File: src/rtl/sdm_sample_scheduler.sv
// sdm_sample_scheduler: FIFO-buffered sample feed for a sigma-delta modulator, one word per OSR clocks,
// holding the last word on underrun and fading linearly to silence when playback stops or starves.
module sdm_sample_scheduler #(
    parameter int N         = 16,
    parameter int OSR       = 64,
    parameter int DEPTH     = 4,
    parameter int HOLD_LIM  = 8,
    parameter int FADE_STEP = 256
) (
    input  logic         clk,
    input  logic         areset,
    input  logic         enable,
    input  logic         s_valid,
    output logic         s_ready,
    input  logic [N-1:0] s_data,
    output logic [N-1:0] din_out,
    output logic         sample_tick,
    output logic         underrun,
    output logic [1:0]   state
);
    localparam int AW = $clog2(DEPTH);
    localparam int CW = $clog2(OSR);
    localparam int HW = $clog2(HOLD_LIM + 1);
    localparam logic [N:0] STEP = (N+1)'(FADE_STEP);

    typedef enum logic [1:0] {IDLE = 2'd0, RUN = 2'd1, HOLD = 2'd2, FADE = 2'd3} state_t;

    state_t        state_q, state_d;
    logic [N-1:0]  mem_q [DEPTH];
    logic [AW-1:0] rd_q, wr_q;
    logic [AW:0]   cnt_q, cnt_d;
    logic [CW-1:0] tick_q;
    logic [HW-1:0] hold_q, hold_d, hold_inc;
    logic [N-1:0]  din_q, din_d, faded;
    logic [N:0]    din_x, mag;
    logic          tick, empty, flush, push, pop;

    assign tick        = tick_q == CW'(OSR - 1);
    assign empty       = cnt_q == '0;
    assign flush       = state_q == IDLE && !enable;
    assign s_ready     = !areset && cnt_q != (AW+1)'(DEPTH) && !flush;
    assign push        = s_valid && s_ready;
    assign cnt_d       = flush ? '0 : cnt_q + (AW+1)'(push) - (AW+1)'(pop);
    assign hold_inc    = hold_q + HW'(1);
    // One extra sign bit so the most negative word has a representable magnitude.
    assign din_x       = {din_q[N-1], din_q};
    assign mag         = din_q[N-1] ? -din_x : din_x;
    assign faded       = mag <= STEP ? '0 : N'(din_q[N-1] ? din_x + STEP : din_x - STEP);
    assign sample_tick = tick;
    assign state       = state_q;
    assign din_out     = din_q;

    always_comb begin
        state_d  = state_q;
        hold_d   = hold_q;
        din_d    = din_q;
        pop      = 1'b0;
        underrun = 1'b0;
        case (state_q)
            IDLE: begin
                din_d = '0;
                if (tick && enable && cnt_q >= (AW+1)'(2)) begin
                    state_d = RUN;
                    pop     = 1'b1;
                end
            end
            RUN, HOLD: begin
                if (!enable) state_d = FADE;
                else if (tick && !empty) begin
                    state_d = RUN;
                    pop     = 1'b1;
                end else if (tick) begin
                    underrun = 1'b1;
                    hold_d   = hold_inc;
                    state_d  = hold_inc >= HW'(HOLD_LIM) ? FADE : HOLD;
                end
            end
            FADE: begin
                if (din_q == '0) state_d = IDLE;
                else if (tick) din_d = faded;
            end
        endcase
        if (pop) din_d = mem_q[rd_q];
        if (state_d != HOLD) hold_d = '0;
    end

    always_ff @(posedge clk or posedge areset) begin
        if (areset) begin
            state_q <= IDLE;
            cnt_q   <= '0;
            rd_q    <= '0;
            wr_q    <= '0;
            tick_q  <= '0;
            hold_q  <= '0;
            din_q   <= '0;
        end else begin
            state_q <= state_d;
            cnt_q   <= cnt_d;
            rd_q    <= flush ? '0 : rd_q + AW'(pop);
            wr_q    <= flush ? '0 : wr_q + AW'(push);
            tick_q  <= tick ? '0 : tick_q + CW'(1);
            hold_q  <= hold_d;
            din_q   <= din_d;
        end
    end

    always_ff @(posedge clk) begin
        if (push) mem_q[wr_q] <= s_data;
    end
endmodule

File: config.mk
export PLATFORM = sky130hd
export DESIGN_NAME = sdm_sample_scheduler
export DESIGN_NICKNAME = d
export VERILOG_FILES = /design/src/rtl/sdm_sample_scheduler.sv
export SDC_FILE = /design/constraint.sdc
export NUM_CORES = 1
export LEC_CHECK = 0
export CORE_MARGIN = 2
export CORE_UTILIZATION = 45
export CTS_CLUSTER_DIAMETER = 30
export DETAILED_ROUTE_END_ITERATION = 12
export PLACE_DENSITY = 0.67
export RECOVER_POWER = 100
export SYNTH_ARGS = -nofsm -noshare
export SYNTH_HDL_FRONTEND = slang
export SYNTH_SLANG_ARGS = --single-unit
File: constraint.sdc
create_clock -name clk -period 2.8 [get_ports clk]
set_input_delay 0.56 -clock clk [delete_from_list [all_inputs] [get_ports clk]]
set_output_delay 0.56 -clock clk [all_outputs]
set_load 0.05 [all_outputs]
==> results of run 1 <==
-- final timing paths --
path	cells past startpoint	end	slack [ns]	from
worst max-delay path	5	underrun	0.24	enable
worst min register to register	1	tick_q[5]$_DFF_PP0_	0.52	tick_q[5]$_DFF_PP0_
worst max register to register	12	cnt_q[2]$_DFF_PP0_	0.34	state[0]$_DFF_PP0_
max in group asynchronous	3	din_out[5]$_DFFE_PP0P_	0.57	areset
worst min-delay path	1	tick_q[5]$_DFF_PP0_	0.52	tick_q[5]$_DFF_PP0_
min in group asynchronous	2	hold_q[2]$_DFFE_PP0P_	0.68	areset
-- critical path, delay by kind of cell --
| family | cells | cell delay, ns |
|---|---|---|
| buf+inv | 3 | 0.96 |
| simple gates | 2 | 0.48 |
-- power by group through the flow --
stage               clock network (uW)  logic, uW  registers [uW]
floorplan                            0        699            1910
global placement                     0       1030            1850
detailed placement                   0       1040            1850
CTS                                988       1050            1820
global route                      1040       1070            1830
finish                             957        968            1810
-- layout by cell type, fill, tap and decap left out, types with 3 or more instances in the layout --
| cell | n |
|---|---|
| edfxtp_1 | 64 |
| dlygate4sd3_1 | 35 |
| dfrtp_1 | 34 |
| o21ai_0 | 20 |
| a22oi_1 | 17 |
| inv_1 | 16 |
| nand2_1 | 16 |
| nor2_1 | 15 |
| mux4_2 | 15 |
| ha_1 | 15 |
| nor3_1 | 10 |
| nand3_1 | 9 |
| clkbuf_8 | 9 |
| buf_4 | 9 |
| a21oi_1 | 7 |
| xor2_1 | 6 |
| xnor2_1 | 6 |
| nor2b_1 | 5 |
| clkbuf_2 | 5 |
| o21a_1 | 4 |
| nand4_1 | 3 |
| inv_6 | 3 |
| clkbuf_1 | 3 |
-- flip-flops by register name, indices dropped and copies added, names as in the netlist --
register / count
din_out: 16
state: 2
tick_q: 6
hold_q: 4
wr_q: 2
rd_q: 2
cnt_q: 3
mem_q: 64
-- cell type report --
type                       instances  share of cell area, %
clock inverter                     6                  1.477
inverter                          19                  1.341
clock buffer                      10                  2.318
sequential                        99                  50.84
timing repair buffer              55                  9.273
tap                              136                  3.091
multi-input combinational        201                  31.66
-- cells by family (layout without fill, tap and decap cells) --
family / count (synthesis) / in the layout / share of synthesized area, %
adders and majority gates: 19 / 19 / 5.417
muxes: 17 / 17 / 8.018
and+or+nand+nor: 77 / 77 / 9.118
xor gates and xnor gates: 12 / 12 / 2.253
buffers and inverters: 28 / 90 / 3.352
DFF: 99 / 99 / 59.96
AOI/OAI and AO/OA: 76 / 76 / 11.88
-- layer usage --
metal  track usage, %  vias to the layer above
li1                 -                     1387
met4            5.451                        0
met3            3.278                        9
met5                0                        -
met1            24.49                     1462
met2            29.22                       62
-- stage by stage --
step | total power (uW) | TNS, ns | setup WS, ns
6_report | 3736 | 0 | 0.2382
5_1_grt | 3940 | 0 | 0.1173
4_1_cts | 3861 | 0 | 0.2974
3_5_place_dp | 2897 | 0 | 0.08324
3_3_place_gp | 2872 | 0 | 0.1188
2_1_floorplan | 2605 | -1.849 | -0.1173
==> results.ini, run 1 <==
[timing]
whs_ns = 0.5171
period_needed_ns = 2.562
rsz0062_at_grt = false
finalHoldViolCount = 0
max_freq_ghz = 0.3904
period_share_pct = 91.49
setup_viol = 0
slew_violations = 0
worst_pin_slew_ns = 1.285
relSlewSlack_pct = 14.34
skew_ns = 0.01207

[clock_network]
clkSlewWorstSetupHoldPaths_ns = 0.09
cts.repair.resized = 0
cts_hold_buf = 0
clock_path_buffers = 2
root_buffer = clkbuf_8
cts_setup_buffers = 0
tritoncts = built
clkSinkCount = 99
insertion_delay_ns = 0.37
htree_levels = 3
numCtsBuffers = 9

[final_layout]
areaGrowthSynthToFinish_pct = 17.99
utilization_pct = 54.05
fillCellCount = 878
layout.nets = 424
fin_area_mm2 = 0.005505
stdcell_count = 526
insertedDiodeCount = 0
ff_latch_area_mm2 = 0.002799
drive_above_1_share_pct = 18.46
multi_input_area_mm2 = 0.001743

[floorplanning]
io_pins = 41
initial_core_util_pct = 45.81
row_count = 37
die_x_um = 105.8
die_h_um = 105.8
coreArea_mm2 = 0.01018
die_area_mm2 = 0.01120

[routing]
vias = 2920
firstDrtPassIters = 5
vias_per_cell = 5.551
dr_wl_met2_um = 4526
drc_errors = 0
highest_layer = met4
m1WireLength_um = 4149
wl_per_cell_um = 17.39
drt_wl_total_um = 9147
drt-initial-drc-count = 166
met3_length_um = 353
ant_nets = 0

[grt]
grt_pass1_vias = 2903
grt-ovfl-total = 0
grt_usage_pct = 17.88
grt_pass1_wl_um = 15280
antenna_found_initial = 0
grt_max_degree = 24

[status]
status = completed

[critical_path]
worst_setup_path_end_kind = output port
start_kind = input port
worstPathCellList = clkdlybuf4s50_1 > and4_1 > nand4_1 > inv_1 > clkbuf_2
crit_required_ns = 2.24
cp_max_fo = 4
arrival_ns = 2.00
worstSetupPathType = in2out
crit_slowest_cell = clkdlybuf4s50_1
slowest_delay_ns = 0.53

[power_and_ir_drop]
clkPwrFrac_pct = 25.6
p_leak_uw = 0.002081
p_comb_share_pct = 25.9
power_per_cell_area_mw_per_mm2 = 678.6
internal-power_uw = 2522
netSwitchingFraction_pct = 32.49
peakVddDrop_mv = 0.3255
seqPwrFrac_pct = 48.5
p_sw_uw = 1214

[placed_design]
hpwl_um = 6277
dpl_cell_area_mm2 = 0.005404
dp.cells = 510
io_buffers = 40
gp_congestion = 0.8352

[synth]
yosysWarnings = 0
yosys-top-cells-count = 64 x edfxtp_1, 35 x dfrtp_1, 19 x inv_1, 19 x o21ai_0
synth_enable_flop_cells = 64
synth.distinct_cells = 65
postSynthNetCount = 367
syn_area_mm2 = 0.004666
synth_ff_type = edfxtp_1
yosysTopAreaCellShare_pct = 41.19
avgSynthCellArea_um2 = 14.22
synth_top_cells_by_area = edfxtp_1 41%, dfrtp_1 19%, mux4_2 7.2%, ha_1 4.6%, a22oi_1 2.7%
syn_inst = 328
synth_area_leader_cell = edfxtp_1
synth-seq-cells = 99
synth-async-reset-ratio_pct = 35.35
yosysSeqAreaShare_pct = 59.96
yosysMostFrequentCell = edfxtp_1

[min_path]
hold_class = reg2reg

[flow_run]
drv_cap = 0

(Power assumes the default switching activity.)
==> inputs of run 2 (changes only) <==
CORE_MARGIN = default   (was 2)
==> results.ini, run 2 (synthesized netlist as in run 1, its figures left out) <==
[timing]
slew_violations = 0  ; unchanged
finalHoldViolCount = 0  ; unchanged
whs_ns = 0.5151  ; -0.001920 ns
rsz0062_at_grt = false
period_needed_ns = 2.521  ; -0.04032 ns
period_share_pct = 90.05  ; -1.4 points
setup_ws_ns = 0.2786  ; +0.04032 ns
max_freq_ghz = 0.3966  ; +1.6%
skew_ns = 0.01095  ; -0.001117 ns
worst_pin_slew_ns = 1.206  ; -0.07859 ns
setup_viol = 0  ; unchanged
relSlewSlack_pct = 19.57  ; +5.2 points

[clock_network]
cts_setup_buffers = 0  ; unchanged
clkSlewWorstSetupHoldPaths_ns = 0.10  ; about the same
clock_path_buffers = 2  ; unchanged
cts.repair.resized = 0  ; unchanged
numCtsBuffers = 9  ; unchanged
root_buffer = clkbuf_8
htree_levels = 3  ; unchanged
cts_hold_buf = 0  ; unchanged
clkSinkCount = 99  ; unchanged
insertion_delay_ns = 0.37  ; about the same
tritoncts = built

[final_layout]
largest_register_ffs = 64  ; unchanged
fin_area_mm2 = 0.005482  ; -0.43%
areaGrowthSynthToFinish_pct = 17.48
largest_register = mem_q
layout.nets = 424  ; unchanged
layout_commonest_cell = edfxtp_1
drive_above_1_share_pct = 17.95  ; -0.51 points
fillCellCount = 831  ; -5.4%
most-common-layout-cells = 64 x edfxtp_1, 35 x dlygate4sd3_1, 34 x dfrtp_1
insertedDiodeCount = 0  ; unchanged

[routing]
drt-initial-drc-count = 161  ; -3.0%
wl_per_cell_um = 17.18  ; -1.2%
drc_errors = 0  ; unchanged
firstDrtPassIters = 4  ; -1
drt_wl_total_um = 8985  ; -1.8%
vias = 2899  ; -0.72%
ant_nets = 0  ; unchanged
vias_per_cell = 5.543  ; -0.15%

[critical_path]
cp_top_family = adder cells
worstSetupPathType = reg2reg
arrival_ns = 2.79  ; +0.79 ns
crit_slowest_cell = dfrtp_1
crit_required_ns = 3.07  ; +0.83 ns
start_kind = flip-flop
worstPathCellList = inv_1 > ha_1 > o21bai_1 > o211ai_1 > a21oi_2 > ha_1 > inv_1 > ha_4 > inv_2 > fa_2 > xnor2_1 > nor2_1
cp_max_fo = 6  ; +2
worst_setup_path_end_kind = flip-flop
critPathBufInv = 3  ; unchanged
slowest_delay_ns = 0.46  ; -0.07 ns

[placed_design]
io_buffers = 40  ; unchanged
dpl_cell_area_mm2 = 0.005413  ; +0.16%
place_ws_ns = 0.08846  ; +0.005220 ns
gp_congestion = 0.8577  ; +2.7%
hpwl_um = 6286  ; +0.14%

[floorplanning]
coreArea_mm2 = 0.009910  ; -2.7%
die_x_um = 103.8  ; -1.9%
die_h_um = 103.8  ; -1.9%
die_area_mm2 = 0.01078  ; -3.7%
io_pins = 41  ; unchanged
row_count = 36  ; -2.7%
initial_core_util_pct = 47.08  ; +1.3 points

[grt]
grt_max_degree = 23  ; -4.2%
grt_pass1_wl_um = 15520  ; +1.5%
grt-ovfl-total = 0  ; unchanged
grt_pass1_vias = 2947  ; +1.5%
grt_usage_pct = 18.53  ; +0.65 points
antenna_found_initial = 0  ; unchanged

[power_and_ir_drop]
p_leak_uw = 0.002076  ; -0.25%
total_power_uw = 3618  ; -3.1%
peakVddDrop_mv = 0.3234  ; -0.67%
power_per_cell_area_mw_per_mm2 = 660.0  ; -2.7%

[flow_run]
drv_cap = 0  ; unchanged

[status]
status = completed

[min_path]
hold_class = reg2reg

run 2: path summary, 6_finish.rpt:
check                      depth (start not counted)                 endpoint  slack, ns                 from
setup / recovery                                  12       cnt_q[2]$_DFF_PP0_       0.28   state[0]$_DFF_PP0_
hold / removal                                     1      tick_q[0]$_DFF_PP0_       0.52  tick_q[0]$_DFF_PP0_
setup reg to reg                                  12       cnt_q[2]$_DFF_PP0_       0.28   state[0]$_DFF_PP0_
hold reg to reg                                    1      tick_q[0]$_DFF_PP0_       0.52  tick_q[0]$_DFF_PP0_
max in group asynchronous                          3  din_out[12]$_DFFE_PP0P_       0.64               areset
min in group asynchronous                          2  din_out[15]$_DFFE_PP0P_       0.69               areset
run 2: through the flow:
stage                     setup TNS [ns]  std cells  utilization (%)
final                                  0        523            55.32
after global routing                   0        523            55.32
after CTS                              0        523            56.50
after detailed placement               0        507            54.62
after global placement                 0        507            54.62
after floorplan                   -1.849        328                -
run 2: final cells by class:
class	count	area, um^2	share of cell area [%]
multi-input combinational	201	1730	31.57
clock buffer	9	123.9	2.260
timing repair buffer	55	525.5	9.587
sequential	99	2799	51.06
clock inverter	7	62.56	1.141
inverter	19	73.82	1.347
tap	133	166.4	3.036
run 2: metal layers:
layer / part of all wire [%] / up-vias / track usage [%] / wire (um)
met1: 46 / 1457 / 24.24 / 4128
met5: 0 / - / 0 / 0
met4: 1.2 / 0 / 6.429 / 104
met3: 3.6 / 9 / 4.279 / 319
li1: - / 1386 / - / -
met2: 49 / 47 / 30.38 / 4433
run 2: power breakdown:
part           switching (uW)  total, uW  leakage (uW)  internal [uW]
clock                     534        879     0.0000936            345
sequential                104       1810       0.00104           1710
combinational             567        928      0.000941            361
total                    1210       3620       0.00208           2410
